===== config.mk =====
export PLATFORM = sky130hd
export DESIGN_NAME = lifo_stack_param
export DESIGN_NICKNAME = d
export VERILOG_FILES = /design/src/rtl/lifo_pkg.sv /design/src/rtl/lifo_regfile.sv /design/src/rtl/lifo_stack_param.sv
export SDC_FILE = /design/constraint.sdc
export NUM_CORES = 1
export LEC_CHECK = 0
export CORE_ASPECT_RATIO = 1.25
export CORE_MARGIN = 2
export CORE_UTILIZATION = 52
export CTS_CLUSTER_SIZE = 10
export DETAILED_ROUTE_END_ITERATION = 7
export PLACE_DENSITY = 0.76
export SLEW_MARGIN = 10
export SYNTH_ARGS = -nofsm -noshare
export SYNTH_HDL_FRONTEND = slang
export SYNTH_HIERARCHICAL = 1
export SYNTH_SLANG_ARGS = --single-unit
export TNS_END_PERCENT = 5

===== constraint.sdc =====
create_clock -name Clk -period 2.8 [get_ports Clk]
set_input_delay 0.28 -clock Clk [delete_from_list [all_inputs] [get_ports Clk]]
set_output_delay 0.28 -clock Clk [all_outputs]
set_load 0.01 [all_outputs]

===== src/rtl/lifo_pkg.sv =====
// Shared definitions for the LIFO/FIFO storage family: operation encoding
// and the occupancy-counter width helper.
package lifo_pkg;

  localparam logic [1:0] OP_NONE = 2'b00;
  localparam logic [1:0] OP_PUSH = 2'b01;
  localparam logic [1:0] OP_POP  = 2'b10;
  localparam logic [1:0] OP_SWAP = 2'b11;

  // Wide enough to hold 0..depth inclusive.
  function automatic int CNT_W(input int depth);
    return $clog2(depth + 1);
  endfunction

endpackage


===== src/rtl/lifo_regfile.sv =====
// WIDTH x DEPTH storage with one synchronous write port and one
// asynchronous read port; contents are deliberately not reset.
module lifo_regfile #(
  parameter int WIDTH = 4,
  parameter int DEPTH = 16,
  parameter int AW    = $clog2(DEPTH)
) (
  input  logic             clk,
  input  logic             we,
  input  logic [AW-1:0]    waddr,
  input  logic [WIDTH-1:0] wdata,
  input  logic [AW-1:0]    raddr,
  output logic [WIDTH-1:0] rdata
);

  logic [WIDTH-1:0] mem [DEPTH];

  always_ff @(posedge clk) begin
    if (we) mem[waddr] <= wdata;
  end

  assign rdata = mem[raddr];

endmodule


===== src/rtl/lifo_stack_param.sv =====
// Parametrised LIFO stack: push/pop/swap with occupancy count, almost-full,
// sticky overflow/underflow and a one-cycle pop-valid strobe.
module lifo_stack_param
  import lifo_pkg::*;
#(
  parameter int WIDTH     = 4,
  parameter int DEPTH     = 16,
  parameter int AF_MARGIN = 2
) (
  input  logic                       Clk,
  input  logic                       Rst,
  input  logic                       EN,
  input  logic                       PUSH,
  input  logic                       POP,
  input  logic                       CLR_ERR,
  input  logic [WIDTH-1:0]           dataIn,
  output logic [WIDTH-1:0]           dataOut,
  output logic                       VALID,
  output logic [WIDTH-1:0]           TOP,
  output logic [$clog2(DEPTH+1)-1:0] COUNT,
  output logic                       EMPTY,
  output logic                       FULL,
  output logic                       AFULL,
  output logic                       OVF,
  output logic                       UDF
);

  localparam int CW = CNT_W(DEPTH);
  localparam int AW = $clog2(DEPTH);

  logic [1:0]       op;
  logic             we;
  logic [AW-1:0]    waddr;
  logic [AW-1:0]    top_idx;
  logic [WIDTH-1:0] rdata;

  assign op    = EN ? {POP, PUSH} : OP_NONE;
  assign EMPTY = (COUNT == CW'(0));
  assign FULL  = (COUNT == CW'(DEPTH));
  assign AFULL = (COUNT >= CW'(DEPTH - AF_MARGIN));

  // Parking the read index at 0 when empty keeps it inside the array.
  assign top_idx = EMPTY ? '0 : AW'(COUNT - CW'(1));
  assign TOP     = EMPTY ? '0 : rdata;

  always_comb begin
    we    = 1'b0;
    waddr = '0;
    case (op)
      OP_PUSH: begin
        we    = !FULL;
        waddr = AW'(COUNT);
      end
      OP_SWAP: begin
        we    = !EMPTY;
        waddr = top_idx;
      end
      default: ;
    endcase
  end

  lifo_regfile #(
    .WIDTH (WIDTH),
    .DEPTH (DEPTH),
    .AW    (AW)
  ) u_regfile (
    .clk   (Clk),
    .we    (we),
    .waddr (waddr),
    .wdata (dataIn),
    .raddr (top_idx),
    .rdata (rdata)
  );

  always_ff @(posedge Clk or negedge Rst) begin
    if (!Rst) begin
      COUNT   <= '0;
      dataOut <= '0;
      VALID   <= 1'b0;
      OVF     <= 1'b0;
      UDF     <= 1'b0;
    end else begin
      VALID <= 1'b0;
      // Clear first so an error raised on the same edge takes precedence.
      if (CLR_ERR) begin
        OVF <= 1'b0;
        UDF <= 1'b0;
      end
      case (op)
        OP_PUSH: begin
          if (FULL) OVF <= 1'b1;
          else      COUNT <= COUNT + CW'(1);
        end
        OP_POP: begin
          if (EMPTY) begin
            UDF <= 1'b1;
          end else begin
            dataOut <= rdata;
            COUNT   <= COUNT - CW'(1);
            VALID   <= 1'b1;
          end
        end
        OP_SWAP: begin
          dataOut <= EMPTY ? dataIn : rdata;
          VALID   <= 1'b1;
        end
        default: ;
      endcase
    end
  end

endmodule


==> results list <==
- Summed over all failing endpoints, the final setup total negative slack is -824.5 ps.
* Share of layout cells above drive strength 1: 0.3415
- The critical path is of the reg2out type.
- Of the synthesized area, sequential elements account for 0.6494.
- Nature of the critical path startpoint: register
- Detailed Routing Iterations Pass 1: 4
* Floorplan core area: 6482 um2
- Counting the fill cells in the layout gives 471.
* Register-to-register path setup slack: 10 ps
- The number of hold violations in the final report is 0.
* Die extent in x: 76.56 um
* Clock root buffer: sky130_fd_sc_hd__clkbuf_8
- The final reports fail on setup timing.
- Instance area after placement: 3970 um2
- Initial Util: 0.5279
- Area of all placed cells without fillers: 4245 um2
- Clock-pin slew on the worst setup and hold paths: 80 ps
- The floorplan has 33 rows.
- The clock reaches the later pin of the worst-skew pair after 340 ps.
- Wire length of the first global-routing pass: 11.07 mm
- Residual DRC count: 0
* Max-cap viol count: 0
* Sequential share of power: 0.282
* Cell count after synthesis: 217
* DR vias/cell: 5.628
* Netlist area before placement: 3422 um2
* Leading cell type in the layout, fill and taps excluded: sky130_fd_sc_hd__edfxtp_1
* Area growth from synthesis to layout: 24.06%
* Switching pwr: 1.647 mW
- Least setup slack across all paths after layout: -208.3 ps
- The H-tree was split into 3 levels.
- For this block, the routed nets add up to 6.789 mm of wire.
- Via count of the first global-routing pass: 2126
* Result of the run: finished, violations left
* Flip-flop and latch count after synthesis: 76
- Hold repair after CTS inserted 0 buffers.
- Number of sinks on the clock net: 76
- Number of enable flip-flop cells after synthesis: 64
* Total nets after synthesis: 230
- For this run, the number of standard cells in the final layout without fillers is 371.
* Die H: 94.70 um
- Number of nets in the layout: 292
* Fin crit period: 3008 ps
- Measured against its own limit, the worst slew margin works out to 0.5858.
- In the global route stage, overall resource usage came out at 0.2082.
- In the layout the commonest cells are sky130_fd_sc_hd__edfxtp_1, sky130_fd_sc_hd__buf_4, sky130_fd_sc_hd__clkdlybuf4s50_1.
* Syn_area_per_cell: 15.77 um2
- Entering global routing, the biggest net connects 18 pins.
- Across the VDD grid, the largest voltage drop is 728.0 uV.
- In this run the worst hold path is classified as in2async.
* Worst setup path startpoint: COUNT[0]
- Clock tree synthesis inserted a total of 9 buffers.
* Remaining antenna violation count: 0
- Number of buffers on the longest clock path: 2
- Detailed placement ended at an HPWL of 4.811 mm.
* Proportion of power drawn by the clock network: 0.177
- Kind of end point of the critical path: output port
- The share of total power dissipated in combinational logic is 0.541.
- Based on the critical path, the design can be clocked at up to 0.3324 GHz.
- Of the available clock period, the critical path in the final layout requires 1.074.
- Wire per inst: 18.30 um
- Timing analysis after detailed placement gives a worst setup slack of -690.3 ps.
* Post-Route Skew: 6.159 ps
- For this design the static power due to leakage is 1.498 nW.
* Final number of max-transition violations: 0
- At the worst endpoint, the arrival time is 2730 ps.
- Total Die Area: 7250 um2
- Number of violations reported at the end of detailed-routing iteration 0: 101
- For this run the aggregate overflow at the end of global routing stands at 0.
- Routed vias: 2088
* Reg-to-reg critical path startpoint: COUNT[0]
- For this run, the leading register cell type out of synthesis is sky130_fd_sc_hd__edfxtp_1.
* Placed Cells incl. Taps: 351
- Power, Total: 4.780 mW
- Total setup violations reported at the end of the flow: 4
- Setup repair after global routing could not meet its margin everywhere.
- Largest driver fanout on the critical path: 4
- For the pin with the worst max-slew slack, the measured transition is 619.3 ps.
- The internal portion of the total power is 3.133 mW.
* Global placement routability congestion: 0.8289
* Antenna fix cells: 0
* Unique cell type count in the Yosys netlist: 46
* Asr flop ratio synth: 0.1579
* WP data required: 2520 ps
- Input and output buffers added on the ports amount to 28.
- TritonCTS built the clock tree.
- Number of antenna violations at the first check in global routing: 0
* Net switching share of the total power: 0.3446
- During I/O placement, the number of pins put on the boundary was 29.
* Yosys Warn Count: 6
- Ratio of total power to cell area: 1126 nW/um2
worst max-delay path: stages, from the launching register on:
cell                       delay, ps
sky130_fd_sc_hd__dfrtp_1         390
sky130_fd_sc_hd__inv_2            90
sky130_fd_sc_hd__ha_4            130
sky130_fd_sc_hd__or4b_4          500
sky130_fd_sc_hd__clkinv_8         70
sky130_fd_sc_hd__nor2_4           40
sky130_fd_sc_hd__buf_12          130
sky130_fd_sc_hd__mux4_2          420
sky130_fd_sc_hd__a22oi_2         230
sky130_fd_sc_hd__nand3_1         110
sky130_fd_sc_hd__and2_4          160
sky130_fd_sc_hd__buf_6           110
registers in the layout (all words and copies together) (netlist names):
| signal | count |
|---|---|
| u_regfile/mem | 64 |
| COUNT | 5 |
| dataOut | 4 |
| OVF | 1 |
| UDF | 1 |
| VALID | 1 |
synthesized netlist by cell type, types with 2 or more instances:
master / number / share of area
sky130_fd_sc_hd__a21oi_1: 6 / 0.0088
sky130_fd_sc_hd__a31oi_1: 2 / 0.0037
sky130_fd_sc_hd__edfxtp_1: 64 / 0.56
sky130_fd_sc_hd__nand2_1: 12 / 0.013
sky130_fd_sc_hd__nand3_1: 10 / 0.015
sky130_fd_sc_hd__nand2b_1: 3 / 0.0055
sky130_fd_sc_hd__o21ai_1: 3 / 0.0044
sky130_fd_sc_hd__inv_1: 4 / 0.0044
sky130_fd_sc_hd__a311oi_1: 2 / 0.0051
sky130_fd_sc_hd__ha_1: 3 / 0.011
sky130_fd_sc_hd__nor3_1: 7 / 0.010
sky130_fd_sc_hd__mux2_2: 2 / 0.0066
sky130_fd_sc_hd__a22oi_1: 4 / 0.0088
sky130_fd_sc_hd__nor2b_1: 2 / 0.0037
sky130_fd_sc_hd__buf_6: 3 / 0.0099
sky130_fd_sc_hd__nand3b_1: 3 / 0.0066
sky130_fd_sc_hd__nor2_1: 23 / 0.025
sky130_fd_sc_hd__dfrtp_1: 12 / 0.088
sky130_fd_sc_hd__clkbuf_1: 3 / 0.0033
sky130_fd_sc_hd__mux4_1: 14 / 0.11
sky130_fd_sc_hd__xnor2_1: 6 / 0.015
sky130_fd_sc_hd__and2_1: 4 / 0.0073
sky130_fd_sc_hd__mux4_2: 2 / 0.013
cells by family after synthesis:
kind of cell,count (synthesis),share of synthesized area
AO/OA/AOI/OAI,26,0.05265
XOR/XNOR,7,0.01792
adder cells (fa/ha/maj),3,0.01097
buffers and inverters,14,0.03071
flip-flops,76,0.6494
multiplexers,19,0.1302
AND/OR/NAND/NOR,72,0.1082
final timing paths:
path                                             to  cells past startpoint
max in group asynchronous                  COUNT[4]                      1
worst max register to register  u_regfile/mem[0][2]                      8
worst min register to register           dataOut[2]                      2
min in group Clk                         dataOut[2]                      2
worst min-delay path                       COUNT[3]                      1
worst max-delay path                         TOP[1]                     11
power groups by stage:
stage	clock network (mW)	registers (mW)	logic (mW)
2_1_floorplan	0	1.41	1.41
3_3_place_gp	0	1.37	2.20
3_5_place_dp	0	1.37	2.26
4_1_cts	0.864	1.35	2.48
5_1_grt	0.916	1.36	2.79
6_report	0.845	1.35	2.59
cell type report:
class	count	area [um2]	area share
sequential	76	2222	0.5234
multi-input combinational	127	1130	0.2661
timing repair buffer	60	546.8	0.1288
clock buffer	9	123.9	0.02918
tap	87	108.9	0.02564
clock inverter	7	82.58	0.01945
inverter	5	31.28	0.007368
routing by layer:
| layer | wire [um] | part of all wire | track usage | vias to the layer above |
|---|---|---|---|---|
| li1 | - | - | - | 962 |
| met1 | 2861 | 0.42 | 0.2636 | 1050 |
| met2 | 3477 | 0.51 | 0.3400 | 66 |
| met3 | 302 | 0.044 | 0.04493 | 10 |
| met4 | 147 | 0.022 | 0.1121 | 0 |
| met5 | 0 | 0 | 0 | - |
stage by stage:
step	hold WS [ps]	utilization
CTS	299.5	0.6485
finish	290.2	0.6549
floorplan	-15.59	-
detailed placement	474.3	0.6124
global route	321.1	0.6549
global placement	466.3	0.6124
timing repair:
action                     CTS  global route
setup endpoints to repair   68            61
pin swaps                    8             1
buffers inserted             2             2
gates resized for setup     44            11
Note: power is estimated with default switching activity, not from simulation.
==> RTL edit, RTL diff (same settings) <==
`DEPTH` is set to 16 in 2 places; all go to 8.
--- a/src/rtl/lifo_regfile.sv
+++ b/src/rtl/lifo_regfile.sv
@@ -2,7 +2,7 @@
 // asynchronous read port; contents are deliberately not reset.
 module lifo_regfile #(
   parameter int WIDTH = 4,
-  parameter int DEPTH = 16,
+  parameter int DEPTH = 8,
   parameter int AW    = $clog2(DEPTH)
 ) (
   input  logic             clk,
--- a/src/rtl/lifo_stack_param.sv
+++ b/src/rtl/lifo_stack_param.sv
@@ -4,7 +4,7 @@
   import lifo_pkg::*;
 #(
   parameter int WIDTH     = 4,
-  parameter int DEPTH     = 16,
+  parameter int DEPTH     = 8,
   parameter int AF_MARGIN = 2
 ) (
   input  logic                       Clk,
Ports: changed (resized COUNT); port bits go from 29 to 28. No check against the original RTL was run, so the function may have changed too.
==> RTL edit against the original RTL <==
  * The run still ends with negative setup slack left
  * Setup slack better by 0.19 ns
  * Final area is 40% lower
  * First-iteration DRC count is 15% lower
  * Clock skew is 0.0021 ns higher
  * Sequential cell count is 33 lower
  * Core utilization is 2.2 points higher
  * Synthesized area is 41% lower
  * Total power is 44% lower
  * Count of clock-buffer cells in the layout is 4 lower
  * Sequential power is 40% lower
  * Synthesized cell count is 37% lower
  * Highest routed layer unchanged
  * Largest power group unchanged
  * Routed wire length is 42% lower
==> RTL edit: results (changes against the original RTL) <==
- Status: finished, violations left
- Failing checks: negative setup slack
- Adder-Cell Fraction of Synth Area: 0.0185 (+0.00753)
- Biggest regs: u_regfile/mem x32, COUNT x4, dataOut x4
- Number of synthesized flops with an enable pin: 32 (-50%)
- R2R Setup Slk: 0.27 ns (+0.26 ns)
- Final setup vio count: 3 (-1)
- Port Buffer Count: 27 (-3.6%)
- Synth Register Bits: 43 (-43%)
- Setup WS post-layout: -0.0170 ns (+0.191 ns)
- Synth area leaders: edfxtp_1 47%, dfrtp_1 14%, mux4_1 10%, mux2_2 2.8%, inv_1 2.2%
- Fraction of area in multi-input gates: 0.281 (+0.0150)
- Reg2Reg Depth: 9 (+1)
- Gpl congestion: 0.756 (-8.8%)
- Worst Path Arrival: 2.54 ns (-0.19 ns)
- Multiplexer area fraction after synthesis: 0.131 (+0.00115)
- Met1 WL: 1710 um (-40%)
- Crit Path Max Fanout: 8 (+4)
- Compound-cell area share of the yosys netlist: 0.0740 (+0.0213)
- DR iter-0 viols: 86 (-15%)
- Asr flop ratio synth: 0.256 (+0.0979)
- Multi-input gates: 75 (-41%)
- Synth Area in XOR/XNOR: 0.0173 (-0.000653)
- DR vias: 1265 (-39%)
- Area post-placement: 0.00240 mm^2 (-40%)
- NumNets Final: 192 (-34%)
- Clock buf count: 5 (-4)
- Met2 Use GR: 0.322 (-0.0175)
- Static Leakage: 0.957 nW (-36%)
==> RTL edit: cell count changes after synthesis, sizes merged, moves of 3 or more <==
cell    change
nand3       -9
nor2       -12
inv         +9
a21oi       -3
a222oi      +4
a22oi       -4
mux2        +3
nand2       -5
mux4        -8
edfxtp     -32
==> RTL edit: per-stage QoR <==
step                      setup TNS, ns  total power, mW   util  hold WS, ns
after floorplan                       0             1.56      -      -0.0156
after global placement            -1.42             2.01  0.640        0.499
after detailed placement          -1.71             2.04  0.640        0.507
after CTS                       -0.0246             2.68  0.674        0.331
after global routing             -0.303             2.85  0.677        0.364
final                           -0.0339             2.70  0.677        0.323
==> RTL edit: critical path: stages (launching register included) <==
cell	delay, ns
dfrtp_2	0.42
inv_2	0.08
ha_4	0.13
or3b_4	0.39
inv_4	0.07
nor2_4	0.03
buf_12	0.14
mux4_2	0.42
mux2_4	0.30
and2_4	0.14
buf_6	0.11
